==> config.mk <==
export PLATFORM = sky130hd
export DESIGN_NAME = cpu_controller
export DESIGN_NICKNAME = d
export VERILOG_FILES = /design/src/rtl/cpu_controller.sv
export SDC_FILE = /design/constraint.sdc
export NUM_CORES = 1
export LEC_CHECK = 0
export ABC_CLOCK_PERIOD_IN_PS = 3500
export CORE_AREA = 2 2 39 41
export CTS_BUF_LIST = sky130_fd_sc_hd__clkbuf_2 sky130_fd_sc_hd__clkbuf_4 sky130_fd_sc_hd__clkbuf_8
export DETAILED_ROUTE_END_ITERATION = 7
export DIE_AREA = 0 0 41 43
export HOLD_SLACK_MARGIN = 0.15
export MAX_ROUTING_LAYER = met4
export PLACE_DENSITY_LB_ADDON = 0.12
export SYNTH_ARGS = -nofsm -noshare
export SYNTH_HDL_FRONTEND = slang
export SYNTH_SLANG_ARGS = --single-unit
export TNS_END_PERCENT = 5
==> constraint.sdc <==
create_clock -name clk -period 3.5 [get_ports clk]
set_clock_uncertainty 0.2 [all_clocks]
set_input_delay 0.525 -clock clk [delete_from_list [all_inputs] [get_ports clk]]
set_output_delay 0.525 -clock clk [all_outputs]
set_load 0.03 [all_outputs]
==> src/rtl/cpu_controller.sv <==
// rtl/cpu_controller.sv - 8-phase fetch/execute sequencer and control-strobe decode for the accumulator CPU.
// Optional single-step gating of INST_ADDR when CTRL_SINGLE_STEP_EN is defined.
module cpu_controller (
  input  logic       clk,
  input  logic       reset,
  input  logic [2:0] opcode,
  input  logic       zero,
  input  logic       mem_ready,
`ifdef CTRL_SINGLE_STEP_EN
  input  logic       step,
`endif
  output logic       sel,
  output logic       rd,
  output logic       wr,
  output logic       ld_ir,
  output logic       ld_ac,
  output logic       ld_pc,
  output logic       inc_pc,
  output logic       data_e,
  output logic       halt,
  output logic [2:0] phase
);

  localparam logic [3:0] S_INST_ADDR  = 4'd0;
  localparam logic [3:0] S_INST_FETCH = 4'd1;
  localparam logic [3:0] S_INST_LOAD  = 4'd2;
  localparam logic [3:0] S_IDLE       = 4'd3;
  localparam logic [3:0] S_OP_ADDR    = 4'd4;
  localparam logic [3:0] S_OP_FETCH   = 4'd5;
  localparam logic [3:0] S_ALU_OP     = 4'd6;
  localparam logic [3:0] S_STORE      = 4'd7;
  localparam logic [3:0] S_HALTED     = 4'd8;

  localparam logic [2:0] OP_HLT = 3'd0;
  localparam logic [2:0] OP_SKZ = 3'd1;
  localparam logic [2:0] OP_ADD = 3'd2;
  localparam logic [2:0] OP_AND = 3'd3;
  localparam logic [2:0] OP_XOR = 3'd4;
  localparam logic [2:0] OP_LDA = 3'd5;
  localparam logic [2:0] OP_STO = 3'd6;
  localparam logic [2:0] OP_JMP = 3'd7;

  logic [3:0] state_q, state_d;
  logic       is_hlt, is_skz, is_sto, is_jmp, is_aluop;
  logic       start_ok;

  assign is_hlt   = (opcode == OP_HLT);
  assign is_skz   = (opcode == OP_SKZ);
  assign is_sto   = (opcode == OP_STO);
  assign is_jmp   = (opcode == OP_JMP);
  assign is_aluop = (opcode == OP_ADD) || (opcode == OP_AND) ||
                    (opcode == OP_XOR) || (opcode == OP_LDA);

`ifdef CTRL_SINGLE_STEP_EN
  assign start_ok = step;
`else
  assign start_ok = 1'b1;
`endif

  always_comb begin
    state_d = state_q;
    case (state_q)
      S_INST_ADDR:  if (start_ok) state_d = S_INST_FETCH;
      S_INST_FETCH: if (mem_ready) state_d = S_INST_LOAD;
      S_INST_LOAD:  state_d = S_IDLE;
      S_IDLE:       state_d = S_OP_ADDR;
      S_OP_ADDR:    state_d = is_hlt ? S_HALTED : S_OP_FETCH;
      // Only operand reads wait on memory; SKZ/STO/JMP never stall here.
      S_OP_FETCH:   if (mem_ready || !is_aluop) state_d = S_ALU_OP;
      S_ALU_OP:     state_d = S_STORE;
      S_STORE:      state_d = S_INST_ADDR;
      S_HALTED:     state_d = S_HALTED;
      default:      state_d = S_INST_ADDR;
    endcase
  end

  always_ff @(posedge clk or posedge reset) begin
    if (reset) state_q <= S_INST_ADDR;
    else       state_q <= state_d;
  end

  always_comb begin
    sel    = 1'b0;
    rd     = 1'b0;
    wr     = 1'b0;
    ld_ir  = 1'b0;
    ld_ac  = 1'b0;
    ld_pc  = 1'b0;
    inc_pc = 1'b0;
    data_e = 1'b0;
    halt   = 1'b0;
    case (state_q)
      S_INST_ADDR: sel = 1'b1;
      S_INST_FETCH: begin
        sel = 1'b1;
        rd  = 1'b1;
      end
      S_INST_LOAD, S_IDLE: begin
        sel   = 1'b1;
        rd    = 1'b1;
        ld_ir = 1'b1;
      end
      S_OP_ADDR: begin
        inc_pc = 1'b1;
        halt   = is_hlt;
      end
      S_OP_FETCH: rd = is_aluop;
      S_ALU_OP: begin
        rd     = is_aluop;
        inc_pc = is_skz && zero;
        ld_pc  = is_jmp;
        data_e = is_sto;
      end
      S_STORE: begin
        rd     = is_aluop;
        ld_ac  = is_aluop;
        ld_pc  = is_jmp;
        wr     = is_sto;
        data_e = is_sto;
      end
      S_HALTED: halt = 1'b1;
      default: ;
    endcase
  end

  assign phase = (state_q == S_HALTED) ? 3'd4 : state_q[2:0];

endmodule

==> flow_metrics.env, run 1 <==
export IMPL_status="complete, no violations"
export IMPL_route_detailed_drc=0
export IMPL_cts_tree="built"
export IMPL_cp_buffers_inverters=2
export IMPL_dpl_cell_area_sq_um=502
export IMPL_p_sw_uw=230
export IMPL_setup_viol=0
export IMPL_maxCapViolations=0
export IMPL_slew_viol_final=0
export IMPL_fp_dieH_um=43
export IMPL_grt_max_degree=13
export IMPL_end_kind="primary output"
export IMPL_num_vias=356
export IMPL_die_area_sq_um=1760
export IMPL_ir_drop_mv=0.376
export IMPL_slowest_delay_ns=0.69
export IMPL_numPlacedInstances=73
export IMPL_ant_nets=0
export IMPL_synth_edf_count=0
export IMPL_r2r_start="state_q[0]"
export IMPL_hp_class="input port to async pin"
export IMPL_synth_area_mux_share=0
export IMPL_worstReg2RegEnd="state_q[0]"
export IMPL_reg2reg_depth=3
export IMPL_start_kind="input port"
export IMPL_sequentialPowerShare=0.254
export IMPL_cts_root_buf="clkbuf_4"
export IMPL_port_buffers=18
export IMPL_numCtsBuffers=3
export IMPL_async_flop_share=1.00
export IMPL_clockBufferDepth=2
export IMPL_syn_nets=52
export IMPL_hold_viol=0
export IMPL_drtPass1Iterations=4
export IMPL_cts_clk_slew_worst_paths_ns=0.04
export IMPL_yosysWarnings=0
export IMPL_synth_compound_area_frac=0.154
export IMPL_synth_top_family_by_area="simple AND/OR/NAND/NOR gates"
export IMPL_grt_pass1_wl_um=1260
export IMPL_io_pins=19
export IMPL_largest_reg_flops=4
export IMPL_drive_gt1_frac=0.0667
export IMPL_top_register="state_q"
export IMPL_powerDensity_nw_per_um2=889
export IMPL_p_leak_uw=0.000208
export IMPL_start_util=0.246
export IMPL_area_growth_pct=54.0
export IMPL_final_util=0.379
export IMPL_ctsHtreeMaxLevel=1
export IMPL_path_cells="clkdlybuf4s50_1 > nor3_1 > a21oi_1 > nor3_1 > clkdlybuf4s50_1"
export IMPL_slowest_stage="clkdlybuf4s50_1"
export IMPL_tightest_slew_ns=0.385
export IMPL_pwr_share_comb=0.628
export IMPL_grt_antenna_before_repair=0
export IMPL_path_max_fanout=5
export IMPL_nets=69
export IMPL_drt_total_wl_um=839
export IMPL_yosys_area_share_simple=0.316
export IMPL_synth_fa_ha_area_frac=0
export IMPL_clkLatencyLatePin_ns=0.23
export IMPL_syn_area_per_cell_sq_um=7.56
export IMPL_dp_hpwl_um=648
export IMPL_post_drt_wl_per_cell_um=11.0
export IMPL_seq_area_frac_synth=0.294
export IMPL_critPathArrivalTime_ns=2.33
export IMPL_synth_seq_cells=4
export IMPL_overflow=0
export IMPL_worstSetupPathType="input port to primary output"
export IMPL_rows=14
export IMPL_timing_fmax_mhz=327
export IMPL_finalNonFillerCells=76
export IMPL_antenna_cells=0
export IMPL_cts_sinks=4
export IMPL_post_cts_buffers=0
export IMPL_synth_area_sq_um=340
export IMPL_path_depth=5
export IMPL_ctsResizeCount=0
export IMPL_finalCritPeriodShare=0.873
export IMPL_grt_pass1_vias=319
export IMPL_synth_ff_type="dfrtp_1"
export IMPL_cts_hold_buf=0
export IMPL_final_area_sq_um=524
export IMPL_r2r_setup_slack_ns=1.98
export IMPL_fin_crit_ns=3.06
export IMPL_setup_tns_final_ns=0
export IMPL_synth_distinct_cells=24
export IMPL_reg_top3="state_q x4"
export IMPL_vias_per_cell=4.68
export IMPL_drtIter0Drc=4
export IMPL_cpLargestDelayFamily="buffers and inverters"
export IMPL_rsz0062_at_grt="false"
export IMPL_synth_cells=45
export IMPL_p_int_uw=236
export IMPL_grt_util_all_layers=0.109
export IMPL_swShare=0.494
export IMPL_synth_xor_area_frac=0.0772
export IMPL_slew_headroom=0.743
export IMPL_coreArea_sq_um=1380
export IMPL_routabilityCongestion=0.729
export IMPL_required_ns=2.77
export IMPL_p_clk_frac=0.118
export IMPL_die_w_um=41
## kinds of logic after synthesis
group	count (synthesis)
AND/OR/NAND/NOR	21
buffers and inverters	10
AO/OA/AOI/OAI	7
flip-flops	4
XOR/XNOR	3
## routing by layer
layer | global-route usage | share of wire
met5 | - | 0
met4 | 0.0800 | 0
met3 | 0.0157 | 0.070
met2 | 0.144 | 0.43
met1 | 0.144 | 0.49
## metrics by stage
stage	hold slack (ns)	setup WS [ns]	power [uW]
2_1_floorplan	0.0911	1.20	324
3_3_place_gp	0.433	0.451	416
3_5_place_dp	0.428	0.420	414
4_1_cts	0.270	0.422	473
5_1_grt	0.303	0.341	499
6_report	0.274	0.444	466
## cells in the mapped netlist, types with 2 or more instances
library cell  count  area [sq um]
dfrtp_1           4           100
nor2_1            5          18.8
inv_1             3          11.3
xnor2_1           2          17.5
buf_2             3          15.0
a211oi_1          2          15.0
and2_1            2          12.5
nor3_1            7          35.0
nor2b_1           2          12.5
## worst max path at each step
| stage | end | from |
|---|---|---|
| floorplan | halt | opcode[1] |
| global placement | halt | opcode[1] |
| detailed placement | halt | opcode[1] |
| CTS | halt | opcode[1] |
| global route | halt | opcode[1] |
| finish | halt | opcode[0] |
## cell usage in the layout, fill, tap and decap left out, types with 2 or more instances in the layout
cell	netlist	final
xnor2_1	2	2
inv_1	3	3
a211oi_1	2	2
dfrtp_1	4	4
clkdlybuf4s50_1	0	18
nor3_1	7	7
nor2_1	5	5
and2_1	2	2
nor2b_1	2	2
clkbuf_4	0	3
## layout make-up
| cell class | instances | area [sq um] |
|---|---|---|
| inverters | 4 | 15.0 |
| repair buffers | 18 | 180 |
| well taps | 16 | 20.0 |
| multi-input cells | 31 | 186 |
| fillers | 151 | 860 |
| flip-flops and latches | 4 | 100 |
| clock buffers | 3 | 22.5 |
## power by group through the flow
stage | clock network (uW) | logic, uW | registers, uW
after global placement | 0 | 297 | 119
after floorplan | 0 | 253 | 71.5
final | 54.8 | 293 | 118
after CTS | 58.4 | 296 | 119
after detailed placement | 0 | 295 | 119
after global routing | 60.6 | 314 | 124
Note: power is estimated with default switching activity, not from simulation.
==> run 2: changes to the inputs <==
--- a/config.mk
+++ b/config.mk
@@ -5,7 +5,8 @@
 export SDC_FILE = /design/constraint.sdc
 export NUM_CORES = 1
 export LEC_CHECK = 0
-export ABC_CLOCK_PERIOD_IN_PS = 3500
+export ABC_AREA = 1
+export ABC_CLOCK_PERIOD_IN_PS = 3300
 export CORE_AREA = 2 2 39 41
 export CTS_BUF_LIST = sky130_fd_sc_hd__clkbuf_2 sky130_fd_sc_hd__clkbuf_4 sky130_fd_sc_hd__clkbuf_8
 export DETAILED_ROUTE_END_ITERATION = 7
==> constraint.sdc (replaced) <==
create_clock -name clk -period 3.3 [get_ports clk]
set_clock_uncertainty 0.2 [all_clocks]
set_input_delay 0.495 -clock clk [delete_from_list [all_inputs] [get_ports clk]]
set_output_delay 0.495 -clock clk [all_outputs]
set_load 0.03 [all_outputs]
==> run 2 against run 1 <==
Against the previous run: sequential power down 15%; largest power group unchanged; combinational power up 19%; synthesized area down 1.1%; highest routed layer unchanged; sequential share of layout area down 0.95 points; final area up 5.3%; clock power up 7.3%; critical path type unchanged; count of clock-buffer cells in the layout unchanged; critical endpoint is now rd; hold slack worse by 0.034 ns; final cell count up 22%; via count up 11%; synthesized cell count up 29%.
==> flow_metrics.env, run 2 <==
export IMPL_grt_max_degree=7
export IMPL_synth_most_common_cell="nand2_1"
export IMPL_largest_reg_flops=4
export IMPL_synth_largest_area_cell="dfrtp_1"
export IMPL_die_area_sq_um=1760
export IMPL_synthTopCellsByArea="dfrtp_1 30%, nand3_1 16%, nand2_1 16%"
export IMPL_worstSetupPathType="input port to primary output"
export IMPL_setup_tns_final_ns=0
export IMPL_numPlacedInstances=90
export IMPL_ant_nets=0
export IMPL_cts_clk_slew_worst_paths_ns=0.04
export IMPL_post_cts_buffers=0
export IMPL_yosysWarnings=0
export IMPL_clkLatencyLatePin_ns=0.23
export IMPL_start_kind="input port"
export IMPL_cts_sinks=4
export IMPL_synth_edf_count=0
export IMPL_fillers=155
export IMPL_setup_viol=0
export IMPL_end_kind="primary output"
export IMPL_ctsResizeCount=0
export IMPL_reg_top3="state_q x4"
export IMPL_required_ns=2.60
export IMPL_dp_hpwl_um=710
export IMPL_hold_viol=0
export IMPL_grt_util_all_layers=0.119
export IMPL_slew_headroom=0.788
export IMPL_start_util=0.243
export IMPL_area_growth_pct=63.9
export IMPL_synth_commonest_cells="14 x nand2_1, 11 x nand3_1, 9 x inv_1"
export IMPL_grt_antenna_before_repair=0
export IMPL_nets=86
export IMPL_ir_drop_mv=0.364
export IMPL_status="complete, no violations"
export IMPL_powerDensity_nw_per_um2=924
export IMPL_seq_area_frac_synth=0.297
export IMPL_fin_crit_ns=2.77
export IMPL_ctsHtreeMaxLevel=1
export IMPL_route_detailed_drc=0
export IMPL_dpl_cell_area_sq_um=529
export IMPL_drtIter0Drc=4
export IMPL_r2r_start="state_q[1]"
export IMPL_synth_top_area_share=0.297
export IMPL_final_common_cell="clkdlybuf4s50_1"
export IMPL_synth_xor_area_frac=0
export IMPL_tightest_slew_ns=0.317
export IMPL_synth_distinct_cells=12
export IMPL_routabilityCongestion=0.822
export IMPL_synth_seq_cells=4
export IMPL_worstReg2RegEnd="state_q[2]"
export IMPL_p_leak_uw=0.000264
export IMPL_synth_area_sq_um=337
export IMPL_critPathArrivalTime_ns=2.07
export IMPL_vias_per_cell=4.26
export IMPL_finalCritPeriodShare=0.839
export IMPL_grt_pass1_vias=357
export IMPL_synth_area_mux_share=0
export IMPL_timing_fmax_mhz=361
export IMPL_finalNonFillerCells=93
export IMPL_yosys_area_share_simple=0.446
export IMPL_grt_pass1_wl_um=1370
export IMPL_clockBufferDepth=2
export IMPL_synth_cells=58
export IMPL_numCtsBuffers=3
export IMPL_synth_compound_area_frac=0.100
export IMPL_drive_gt1_frac=0.104
export IMPL_reg2reg_depth=4
export IMPL_cts_root_buf="clkbuf_4"
export IMPL_die_w_um=41
export IMPL_async_flop_share=1.00
export IMPL_cts_hold_buf=0
export IMPL_num_vias=396
export IMPL_post_drt_wl_per_cell_um=9.10
export IMPL_fp_dieH_um=43
export IMPL_path_max_fanout=5
export IMPL_io_pins=19
export IMPL_rows=14
export IMPL_synth_top_family_by_area="simple AND/OR/NAND/NOR gates"
export IMPL_final_area_sq_um=552
export IMPL_antenna_cells=0
export IMPL_overflow=0
export IMPL_rsz0062_at_grt="false"
export IMPL_syn_nets=65
export IMPL_synth_fa_ha_area_frac=0
export IMPL_top_register="state_q"
export IMPL_coreArea_sq_um=1380
export IMPL_drt_total_wl_um=846
export IMPL_hp_class="input port to async pin"
export IMPL_syn_area_per_cell_sq_um=5.80
export IMPL_r2r_setup_slack_ns=2.06
export IMPL_slew_viol_final=0
export IMPL_drtPass1Iterations=4
export IMPL_layout_common_cells="18 x clkdlybuf4s50_1, 14 x nand2_1, 11 x nand3_1, 9 x inv_1, 7 x nor2_1"
export IMPL_maxCapViolations=0
export IMPL_port_buffers=18
export IMPL_synth_ff_type="dfrtp_1"
export IMPL_cts_tree="built"
[run 2: cell families after synthesis]
group / after synthesis
AO/OA/AOI/OAI: 6
buffers and inverters: 14
flip-flops: 4
AND/OR/NAND/NOR: 34
[run 2: worst max-delay path: stages]
cell and delay [ns]:
clkdlybuf4s50_1 0.54, nand2_1 0.11, nand3_1 0.13, nand3_1 0.08
inv_1 0.05, clkdlybuf4s50_1 0.65
[run 2: report_power, final]
part	total (uW)	internal, uW	switching (uW)
logic	350	138	213
clock network	58.8	40.6	18.2
registers	100	70.2	30.3
[run 2: worst max path at each step]
stage	startpoint	endpoint	cells past startpoint
floorplan	opcode[1]	inc_pc	3
global placement	opcode[2]	rd	6
detailed placement	opcode[2]	rd	6
CTS	opcode[2]	rd	6
global route	opcode[2]	rd	6
finish	opcode[2]	rd	6
[run 2: layout make-up]
| type | instances | area (sq um) | share of cell area |
|---|---|---|---|
| multi-input combinational | 40 | 184 | 0.333 |
| timing repair buffer | 18 | 180 | 0.327 |
| sequential | 4 | 100 | 0.181 |
| inverter | 12 | 45.0 | 0.0816 |
| clock buffer | 3 | 22.5 | 0.0408 |
| tap | 16 | 20.0 | 0.0363 |
[run 2: metrics by stage]
step                      worst slack, ns  total power (uW)  hold slack [ns]  utilization
after floorplan                      1.43               330           0.0611            -
after global placement              0.516               457            0.477        0.382
after detailed placement            0.516               456            0.468        0.382
after CTS                           0.513               520            0.234        0.399
after global routing                0.405               556            0.281        0.399
final                               0.533               510            0.240        0.399
[run 2: routing by layer]
layer | track usage | wire length [um]
met1 | 0.150 | 382
met4 | 0.0800 | 0
met5 | - | 0
met2 | 0.172 | 401
met3 | 0.0105 | 63
